`config.mk`:
```
export PLATFORM = sky130hd
export DESIGN_NAME = reset_sequencer_flat
export DESIGN_NICKNAME = d
export VERILOG_FILES = /design/src/rtl/reset_sequencer_if.sv /design/src/rtl/reset_sequencer.sv /design/src/flat_wrapper.sv
export SDC_FILE = /design/constraint.sdc
export NUM_CORES = 1
export LEC_CHECK = 0
export ABC_AREA = 1
export BUFFER_PORTS_ARGS = -buffer_cell sky130_fd_sc_hd__buf_2
export CAP_MARGIN = 20
export CORE_ASPECT_RATIO = 1.5
export CORE_MARGIN = 3
export CORE_UTILIZATION = 57
export DETAILED_ROUTE_END_ITERATION = 8
export PLACE_DENSITY = 0.75
export SYNTH_ARGS = -nofsm -noshare
export SYNTH_HDL_FRONTEND = slang
export SYNTH_SLANG_ARGS = --single-unit
```
`constraint.sdc`:
```
create_clock -name clk -period 4.68 [get_ports clk]
set_input_delay 0.702 -clock clk [delete_from_list [all_inputs] [get_ports clk]]
set_output_delay 0.702 -clock clk [all_outputs]
set_load 0.05 [all_outputs]
```
`src/rtl/reset_sequencer_if.sv`:
```
// rtl/reset_sequencer_if.sv - reset sequencer stage handshake and status bundle
interface reset_sequencer_if #(
    parameter int N_STAGE = 4,
    parameter int RC_W    = 2
);
    logic [N_STAGE-1:0] stage_ready;
    logic [N_STAGE-1:0] stage_rst;
    logic               all_done;
    logic               error;
    logic [2:0]         err_stage;
    logic [RC_W-1:0]    retry_cnt;
    logic               heartbeat;

    modport master (
        input  stage_ready,
        output stage_rst, all_done, error, err_stage, retry_cnt, heartbeat
    );

    modport slave (
        output stage_ready,
        input  stage_rst, all_done, error, err_stage, retry_cnt, heartbeat
    );
endinterface

```
`src/rtl/reset_sequencer.sv`:
```
// rtl/reset_sequencer.sv - staged reset release with ready wait, retry, fault and heartbeat
module reset_sequencer #(
    parameter int N_STAGE    = 4,
    parameter int CNT_W      = 24,
    parameter int HOLD_CYC   = 1000000,
    parameter int GAP_CYC    = 1024,
    parameter int TIMEOUT    = 1048575,
    parameter int MAX_RETRY  = 3,
    parameter int HB_BITS    = 24,
    parameter int SIMULATION = 0
) (
    input  logic              clk,
    input  logic              reset_n,
    input  logic              perst_n,
    reset_sequencer_if.master bus
);
    localparam int HOLD_EFF = (SIMULATION != 0) ? 16 : HOLD_CYC;
    localparam int GAP_EFF  = (SIMULATION != 0) ? 4  : GAP_CYC;
    localparam int TO_EFF   = (SIMULATION != 0) ? 64 : TIMEOUT;
    localparam int HB_EFF   = (SIMULATION != 0) ? 4  : HB_BITS;
    localparam int KW       = (N_STAGE > 1) ? $clog2(N_STAGE) : 1;
    localparam int RC_W     = $clog2(MAX_RETRY + 1);

    localparam logic [CNT_W-1:0] HOLD_M1 = CNT_W'(HOLD_EFF - 1);
    localparam logic [CNT_W-1:0] GAP_M1  = CNT_W'(GAP_EFF - 1);
    localparam logic [CNT_W-1:0] TO_M1   = CNT_W'(TO_EFF - 1);
    localparam logic [KW-1:0]    LAST    = KW'(N_STAGE - 1);
    localparam logic [RC_W-1:0]  RMAX    = RC_W'(MAX_RETRY);

    localparam logic [2:0] S_HOLD  = 3'd0;
    localparam logic [2:0] S_WAIT  = 3'd1;
    localparam logic [2:0] S_GAP   = 3'd2;
    localparam logic [2:0] S_DONE  = 3'd3;
    localparam logic [2:0] S_FAULT = 3'd4;

    if ((64'(HOLD_EFF) >= (64'd1 << CNT_W)) || (64'(GAP_EFF) >= (64'd1 << CNT_W)) ||
        (64'(TO_EFF) >= (64'd1 << CNT_W))) begin : g_bad_cfg
        $error("reset_sequencer: HOLD/GAP/TIMEOUT does not fit in CNT_W");
    end

    logic               perst_meta, perst_s;
    logic [2:0]         state;
    logic [KW-1:0]      k;
    logic [CNT_W-1:0]   cnt;
    logic [N_STAGE-1:0] stage_rst;
    logic               all_done, error, heartbeat;
    logic [2:0]         err_stage;
    logic [RC_W-1:0]    retry_cnt;
    logic [HB_EFF-1:0]  hb_cnt;

    logic [N_STAGE-1:0] drop_vec, rst_hi;
    logic               drop, fail_req;
    logic [KW-1:0]      drop_idx, fail_idx, k_next;

    always_ff @(posedge clk or negedge reset_n) begin
        if (!reset_n) begin
            perst_meta <= 1'b1;
            perst_s    <= 1'b1;
        end else begin
            perst_meta <= perst_n;
            perst_s    <= perst_meta;
        end
    end

    // A stage counts as dropped only once it has been seen ready: below k while
    // sequencing, any stage once DONE. The lowest dropped index wins.
    always_comb begin
        drop_vec = '0;
        for (int j = 0; j < N_STAGE; j++) begin
            drop_vec[j] = !bus.stage_ready[j] &&
                          ((state == S_DONE) ||
                           (((state == S_WAIT) || (state == S_GAP)) && (KW'(j) < k)));
        end
        drop     = |drop_vec;
        drop_idx = '0;
        for (int j = N_STAGE - 1; j >= 0; j--) begin
            if (drop_vec[j]) drop_idx = KW'(j);
        end
    end

    always_comb begin
        fail_req = 1'b0;
        fail_idx = k;
        if (drop) begin
            fail_req = 1'b1;
            fail_idx = drop_idx;
        end else if ((state == S_WAIT) && !bus.stage_ready[k] && (cnt == TO_M1)) begin
            fail_req = 1'b1;
        end
        for (int i = 0; i < N_STAGE; i++) begin
            rst_hi[i] = (KW'(i) >= fail_idx);
        end
        k_next = k + KW'(1);
    end

    always_ff @(posedge clk or negedge reset_n) begin
        if (!reset_n) begin
            state     <= S_HOLD;
            k         <= '0;
            cnt       <= '0;
            stage_rst <= '1;
            all_done  <= 1'b0;
            error     <= 1'b0;
            err_stage <= 3'd0;
            retry_cnt <= '0;
        end else if (!perst_s) begin
            state     <= S_HOLD;
            k         <= '0;
            cnt       <= '0;
            stage_rst <= '1;
            all_done  <= 1'b0;
            error     <= 1'b0;
            err_stage <= 3'd0;
            retry_cnt <= '0;
        end else if (fail_req) begin
            cnt      <= '0;
            all_done <= 1'b0;
            if (retry_cnt < RMAX) begin
                retry_cnt <= retry_cnt + RC_W'(1);
                state     <= S_HOLD;
                k         <= fail_idx;
                stage_rst <= stage_rst | rst_hi;
            end else begin
                state     <= S_FAULT;
                error     <= 1'b1;
                err_stage <= 3'(fail_idx);
                stage_rst <= '1;
            end
        end else begin
            cnt <= (&cnt) ? cnt : cnt + CNT_W'(1);
            case (state)
                S_HOLD: begin
                    if (cnt == HOLD_M1) begin
                        stage_rst[k] <= 1'b0;
                        state        <= S_WAIT;
                        cnt          <= '0;
                    end
                end
                S_WAIT: begin
                    if (bus.stage_ready[k]) begin
                        cnt <= '0;
                        if (k == LAST) begin
                            state    <= S_DONE;
                            all_done <= 1'b1;
                        end else begin
                            state <= S_GAP;
                        end
                    end
                end
                S_GAP: begin
                    if (cnt == GAP_M1) begin
                        stage_rst[k_next] <= 1'b0;
                        k                 <= k_next;
                        state             <= S_WAIT;
                        cnt               <= '0;
                    end
                end
                default: ;
            endcase
        end
    end

    always_ff @(posedge clk or negedge reset_n) begin
        if (!reset_n) begin
            hb_cnt    <= '0;
            heartbeat <= 1'b0;
        end else begin
            hb_cnt <= hb_cnt + HB_EFF'(1);
            if (state == S_DONE) begin
                heartbeat <= 1'b1;
            end else if ((state == S_FAULT) ? (&hb_cnt[HB_EFF-3:0]) : (&hb_cnt)) begin
                heartbeat <= ~heartbeat;
            end
        end
    end

    assign bus.stage_rst = stage_rst;
    assign bus.all_done  = all_done;
    assign bus.error     = error;
    assign bus.err_stage = err_stage;
    assign bus.retry_cnt = retry_cnt;
    assign bus.heartbeat = heartbeat;
endmodule

```
`src/flat_wrapper.sv`:
```
// flat-port wrapper written by rule: the top's interface ports become plain ports
module reset_sequencer_flat 
#(
    parameter int N_STAGE    = 4,
    parameter int CNT_W      = 24,
    parameter int HOLD_CYC   = 1000000,
    parameter int GAP_CYC    = 1024,
    parameter int TIMEOUT    = 1048575,
    parameter int MAX_RETRY  = 3,
    parameter int HB_BITS    = 24,
    parameter int SIMULATION = 0
)
  (clk, reset_n, perst_n, bus_stage_ready, bus_stage_rst, bus_all_done, bus_error, bus_err_stage, bus_retry_cnt, bus_heartbeat);
  reset_sequencer_if #(.N_STAGE(N_STAGE), .RC_W(2)) bus_i ();
  input  logic clk;
  input  logic reset_n;
  input  logic perst_n;
  input wire logic [$bits(bus_i.stage_ready)-1:0] bus_stage_ready;
  output wire logic [$bits(bus_i.stage_rst)-1:0] bus_stage_rst;
  output wire logic [$bits(bus_i.all_done)-1:0] bus_all_done;
  output wire logic [$bits(bus_i.error)-1:0] bus_error;
  output wire logic [$bits(bus_i.err_stage)-1:0] bus_err_stage;
  output wire logic [$bits(bus_i.retry_cnt)-1:0] bus_retry_cnt;
  output wire logic [$bits(bus_i.heartbeat)-1:0] bus_heartbeat;
  assign bus_i.stage_ready = bus_stage_ready;
  assign bus_stage_rst = bus_i.stage_rst;
  assign bus_all_done = bus_i.all_done;
  assign bus_error = bus_i.error;
  assign bus_err_stage = bus_i.err_stage;
  assign bus_retry_cnt = bus_i.retry_cnt;
  assign bus_heartbeat = bus_i.heartbeat;
  reset_sequencer #(.N_STAGE(N_STAGE), .CNT_W(CNT_W), .HOLD_CYC(HOLD_CYC), .GAP_CYC(GAP_CYC), .TIMEOUT(TIMEOUT), .MAX_RETRY(MAX_RETRY), .HB_BITS(HB_BITS), .SIMULATION(SIMULATION)) u_core (.clk(clk), .reset_n(reset_n), .perst_n(perst_n), .bus(bus_i));
endmodule
```
==> impl_metrics.toml, run 1 <==
[status]
status = "complete, no violations"

[synthesis]
yosys_warnings = 0
synthFlopType = "dfrtp_1"
synth_simple_gate_area_share_pct = 31.1
synthMuxAreaShare_pct = 0
synthDistinctLibCells = 37
ys_seq_area_share_pct = 43.7
synthAdderAreaFrac_pct = 2.97
ys_ff_latch = 66
synthXorXnorAreaFrac_pct = 8.08
ys_async_sr_fraction_pct = 100
synth-compound-area-share_pct = 7.82
synth_area_um2 = 3790
syn_inst = 473
synth_edf_count = 0
syn-num-nets = 489
synth_area_per_cell_um2 = 8.02
synth_top_family_by_area = "simple AND/OR/NAND/NOR gates"

[routing]
drc = 0
highest-signal-layer = "met4"
wl_met2_um = 4370
via_per_inst = 5.50
wire_per_inst_um = 14.6
wl_met3_um = 260
m1WireLength_um = 3510
drt-initial-drc-count = 128
firstDrtPassIters = 5
vias = 3168
drt_wl_total_um = 8410
postRouteAntennaNets = 0

[setup_path]
worst-path-max-fanout = 28
crit_arrival_ns = 2.95
r2r_cells = 12
endpoint_kind = "flop"
cp.required_ns = 4.91
r2r_end = "u_core.state[0]"
timing.rr.start = "u_core.cnt[0]"
critical_path_class = "reg2reg"
start_kind = "flop"
reg2reg_slack_ns = 1.96

[timing]
report.final.slew_viol_count = 0
max_freq_mhz = 367
fin_setup_tns_ns = 0
relSlewSlack_pct = 40.6
tightest_slew_ns = 0.887
fin_skew_ns = 0.0134
hold_viol_final = 0
finalSetupViolations = 0
finalCritPeriodShare_pct = 58.2
rsz0062_at_grt = "false"
fin_crit_ns = 2.72

[cells_and_area]
nets = 513
antenna_cells = 0
synthToLayoutAreaGrowth_pct = 9.20
final_cell_mix = "104 x nand2_1, 60 x dfrtp_1, 53 x nor2_1"
final_cells = 576
drive_gt1_share_pct = 13.1
final_common_cell = "nand2_1"

[clock_tree]
clkLatencyLatePin_ns = 0.34
cts.sinks = 66
cts.clk_slew.worst_paths_ns = 0.08
cts_tree = "done"
cts_resized = 0
cts_root_buffer = "clkbuf_8"
clock_path_buffers = 2
htreeDepth = 3
post_cts_buffers = 0
ctsHoldBuffers = 0
numCtsBuffers = 9

[floorplan]
rows = 35
initial_utilization_pct = 60.1
die_y_um = 106
die_x_um = 72.6
dieArea_um2 = 7690
coreArea_um2 = 6310
io_pins = 19

[placement]
dp.cells = 560
io_buffers = 17
post-dp-hpwl_um = 6250
gp_congestion = 0.921

[min_path]
hold_class = "reg2reg"
whs_path_depth = 0
min_from = "u_core.perst_meta"
min_to = "u_core.perst_s"

[global_route]
grt_pass1_wl_um = 14500
antenna_found_initial = 0
grt-ovfl-total = 0
grt_pass1_vias = 3248
grt_util_all_layers_pct = 23.8
grt_max_degree = 67

[power_and_ir_drop]
cellPowerDensity_nw_per_um2 = 435
peakVddDrop_mv = 0.240
p_leak_nw = 1.92

[job]
drv_cap = 0
metrics by stage:
| step | cell area, um^2 | hold slack, ns | util [%] | setup WS (ns) | power [mW] |
|---|---|---|---|---|---|
| floorplan | 3790 | 0.345 | - | 2.67 | 1.20 |
| global placement | 3940 | 0.346 | 62.5 | 2.02 | 1.32 |
| detailed placement | 3940 | 0.352 | 62.5 | 1.95 | 1.33 |
| CTS | 4140 | 0.363 | 65.7 | 1.93 | 1.81 |
| global route | 4140 | 0.372 | 65.7 | 1.70 | 1.93 |
| finish | 4140 | 0.361 | 65.7 | 1.96 | 1.80 |
worst max-delay path by stage:
| stage | start | end | slack (ns) | cells past startpoint |
|---|---|---|---|---|
| after floorplan | u_core.cnt[0] | u_core.cnt[10] | 2.67 | 11 |
| after global placement | u_core.cnt[0] | u_core.state[0] | 2.02 | 12 |
| after detailed placement | u_core.cnt[0] | u_core.state[0] | 1.95 | 12 |
| after CTS | u_core.cnt[0] | u_core.state[0] | 1.93 | 12 |
| after global routing | u_core.cnt[0] | u_core.state[0] | 1.70 | 12 |
| final | u_core.cnt[0] | u_core.state[0] | 1.96 | 12 |
synthesized netlist by cell type, types with 2 or more instances:
master    instances  area share, %
nor3_1           22            2.9
nor2_1           53            5.2
o21ai_0          18            2.4
buf_6             2           0.59
nand3b_1          2           0.40
o211ai_1          2           0.40
a21oi_1          13            1.7
nand2_2           4           0.66
inv_1            51            5.0
nand3_1          43            5.7
nand4_1          12            2.0
nor4_1            3           0.49
xor2_1           25            5.8
ha_1              9            3.0
nand2_1         104             10
clkbuf_1          2           0.20
dfstp_2           6            4.2
or2_2             2           0.33
nor3b_1           2           0.40
nor2_2            5           0.82
o21ai_1           2           0.26
a21oi_2           8            1.8
xnor2_1          10            2.3
dfrtp_1          60             40
report_power, final:
| part | switching [mW] | leakage, nW | internal, mW |
|---|---|---|---|
| sequential | 0.0669 | 0.877 | 0.629 |
| combinational | 0.450 | 0.946 | 0.170 |
| clock | 0.224 | 0.0987 | 0.260 |
worst max-delay path, stage by stage (launching register included):
cell and delay [ns]:
dfrtp_1 0.41, ha_1 0.24, inv_1 0.09, nor2_2 0.19, nand2_2 0.12, nor2_2 0.12
nand2_1 0.06, o21ai_1 0.16, o21ai_0 0.17, o21ai_4 0.75, inv_1 0.13, nand2_1 0.09
o21ai_1 0.06
registers in the layout (all words and copies together), names as in the netlist:
name	count
u_core.cnt	24
u_core.hb_cnt	24
u_core.bus.stage_rst	4
u_core.state	3
u_core.bus.err_stage	2
u_core.bus.retry_cnt	2
u_core.k	2
u_core.bus.all_done	1
u_core.bus.error	1
u_core.bus.heartbeat	1
u_core.perst_meta	1
u_core.perst_s	1
final cells by class:
class	count	area, um^2
clock buffers	10	138
inverters	52	195
flip-flops and latches	66	1660
clock inverters	6	63.8
fillers	581	2160
multi-input cells	350	1900
well taps	74	92.6
repair buffers	18	92.6
cells by family after synthesis:
kind of cell / after synthesis
xor+xnor: 35
simple gates: 258
buf+inv: 57
other cells: 1
fa+ha+maj: 9
flops: 66
compound gates: 47
layer usage:
layer  vias to the layer above  global-route usage, %
met4                         0                   9.63
met3                        21                   4.82
met2                        63                   41.8
met1                      1497                   27.5
li1                       1587                      -
met5                         -                      0
(Power assumes the default switching activity.)
==> run 2: changes to the inputs <==
- clock period: 4.68 -> 2.8 ns (I/O delays scaled with it)
==> run 2 against run 1 <==
Net effect: critical endpoint is now u_core.state[1]; sequential power is 67% higher; register-to-register slack worse by 1.5 ns; non-clock buffer count is 3 higher.
==> impl_metrics.toml, run 2 (same netlist as run 1, synthesis figures left out) <==
[routing]
drt_wl_total_um = 8610
firstDrtPassIters = 6
vias = 3229
drt-initial-drc-count = 173
postRouteAntennaNets = 0
wire_per_inst_um = 14.9
via_per_inst = 5.58
drc = 0

[floorplan]
rows = 35
dieArea_um2 = 7690
coreArea_um2 = 6310
die_y_um = 106
die_x_um = 72.6
io_pins = 19
initial_utilization_pct = 60.1

[timing]
max_freq_mhz = 419
report.final.slew_viol_count = 0
fin_setup_tns_ns = 0
relSlewSlack_pct = 55.1
tightest_slew_ns = 0.674
fin_skew_ns = 0.0107
hold_viol_final = 0
finalCritPeriodShare_pct = 85.1
fin_crit_ns = 2.38
rsz0062_at_grt = "false"
finalSetupViolations = 0

[job]
drv_cap = 0

[cells_and_area]
nets = 516
antenna_cells = 0
synthToLayoutAreaGrowth_pct = 11.4
final_cell_mix = "104 x nand2_1, 60 x dfrtp_1, 53 x nor2_1"
drive_gt1_share_pct = 13.7
final_common_cell = "nand2_1"
final_cell_area_um2 = 4230
fillCellCount = 538
top_regs = "u_core.cnt: 24 flops, u_core.hb_cnt: 24 flops, u_core.bus.stage_rst: 4 flops"

[global_route]
grt_util_all_layers_pct = 24.5
antenna_found_initial = 0
grt_max_degree = 30
grt-ovfl-total = 0
grt_pass1_vias = 3233
grt_pass1_wl_um = 14700

[clock_tree]
numCtsBuffers = 9
cts_resized = 0
cts_root_buffer = "clkbuf_8"
clock_path_buffers = 2
cts_tree = "done"
cts.clk_slew.worst_paths_ns = 0.08
htreeDepth = 3
post_cts_buffers = 0
clkLatencyLatePin_ns = 0.35
cts.sinks = 66
ctsHoldBuffers = 0

[min_path]
hold_class = "in2async"

[status]
status = "complete, no violations"

[power_and_ir_drop]
power_switching_mw = 1.27
peakVddDrop_mv = 0.382
power_frac_seq_pct = 35.6
p_int_mw = 1.99
finalPower_mw = 3.26
cellPowerDensity_nw_per_um2 = 772
switching_share_pct = 38.8
clkPwrFrac_pct = 30.6
p_leak_nw = 1.97
p_comb_share_pct = 33.8

[placement]
io_buffers = 17
post-dp-hpwl_um = 6570
placed_area_um2 = 3980
gp_congestion = 0.966

[setup_path]
worst-path-max-fanout = 18
crit_arrival_ns = 2.61
endpoint_kind = "flop"
start_kind = "flop"
cp.required_ns = 3.03
critical_path_class = "reg2reg"
## run 2: changes by cell type in the layout (fill, tap and decap cells not counted), sizes merged
cell	before	now
buf	18	21
bufinv	1	3
clkinvlp	2	0
## run 2: routing by layer
metal	track usage [%]	up-vias	part of all wire, %
met5	0	-	0
met4	14.1	0	3.6
met3	4.92	28	3.6
met2	41.3	82	52
met1	28.0	1536	40
li1	-	1583	-
## run 2: worst paths after layout
check                                   from                      end  slack, ns  cells past startpoint
max                            u_core.cnt[0]          u_core.state[1]       0.42                     11
min                                  reset_n        u_core.hb_cnt[11]       0.11                      1
max reg2reg                    u_core.cnt[0]          u_core.state[1]       0.42                     11
min reg2reg                u_core.perst_meta           u_core.perst_s       0.36                      0
max in group asynchronous            reset_n  u_core.bus.stage_rst[3]       1.92                      2
min in group clk                     perst_n        u_core.perst_meta       0.17                      1
## run 2: power by group through the flow
stage / logic (mW) / registers (mW) / clock network (mW)
after floorplan: 0.731 / 1.27 / 0
after CTS: 1.10 / 1.16 / 1.01
after global placement: 1.07 / 1.17 / 0
final: 1.10 / 1.16 / 0.998
after global routing: 1.22 / 1.17 / 1.06
after detailed placement: 1.09 / 1.18 / 0
## run 2: worst max-delay path, stage by stage, from the launching register on
cell     delay [ns]
dfrtp_1        0.41
ha_1           0.23
inv_1          0.09
nor2_2         0.17
nand2_2        0.12
nor2_2         0.12
nand2_1        0.06
o21ai_1        0.14
o21ai_0        0.17
o21ai_4        0.42
buf_12         0.22
o21ai_0        0.09
## run 2: metrics by stage
stage                     cells  util [%]  setup slack (ns)  hold WS [ns]
after detailed placement    563      63.0             0.449         0.352
after global routing        579      67.0             0.134         0.142
final                       579      67.0             0.416         0.108
after CTS                   579      67.0             0.430         0.117
after global placement      563      63.0             0.517         0.347
after floorplan             473         -             0.791         0.124
## run 2: final cells by class
type                       count  area (um^2)  share of cell area, %
tap                           74         92.6                   2.19
inverter                      52          195                   4.62
multi-input combinational    350         1900                   45.0
timing repair buffer          21          128                   3.02
sequential                    66         1660                   39.3
clock buffer                  10          138                   3.26
clock inverter                 6          113                   2.67
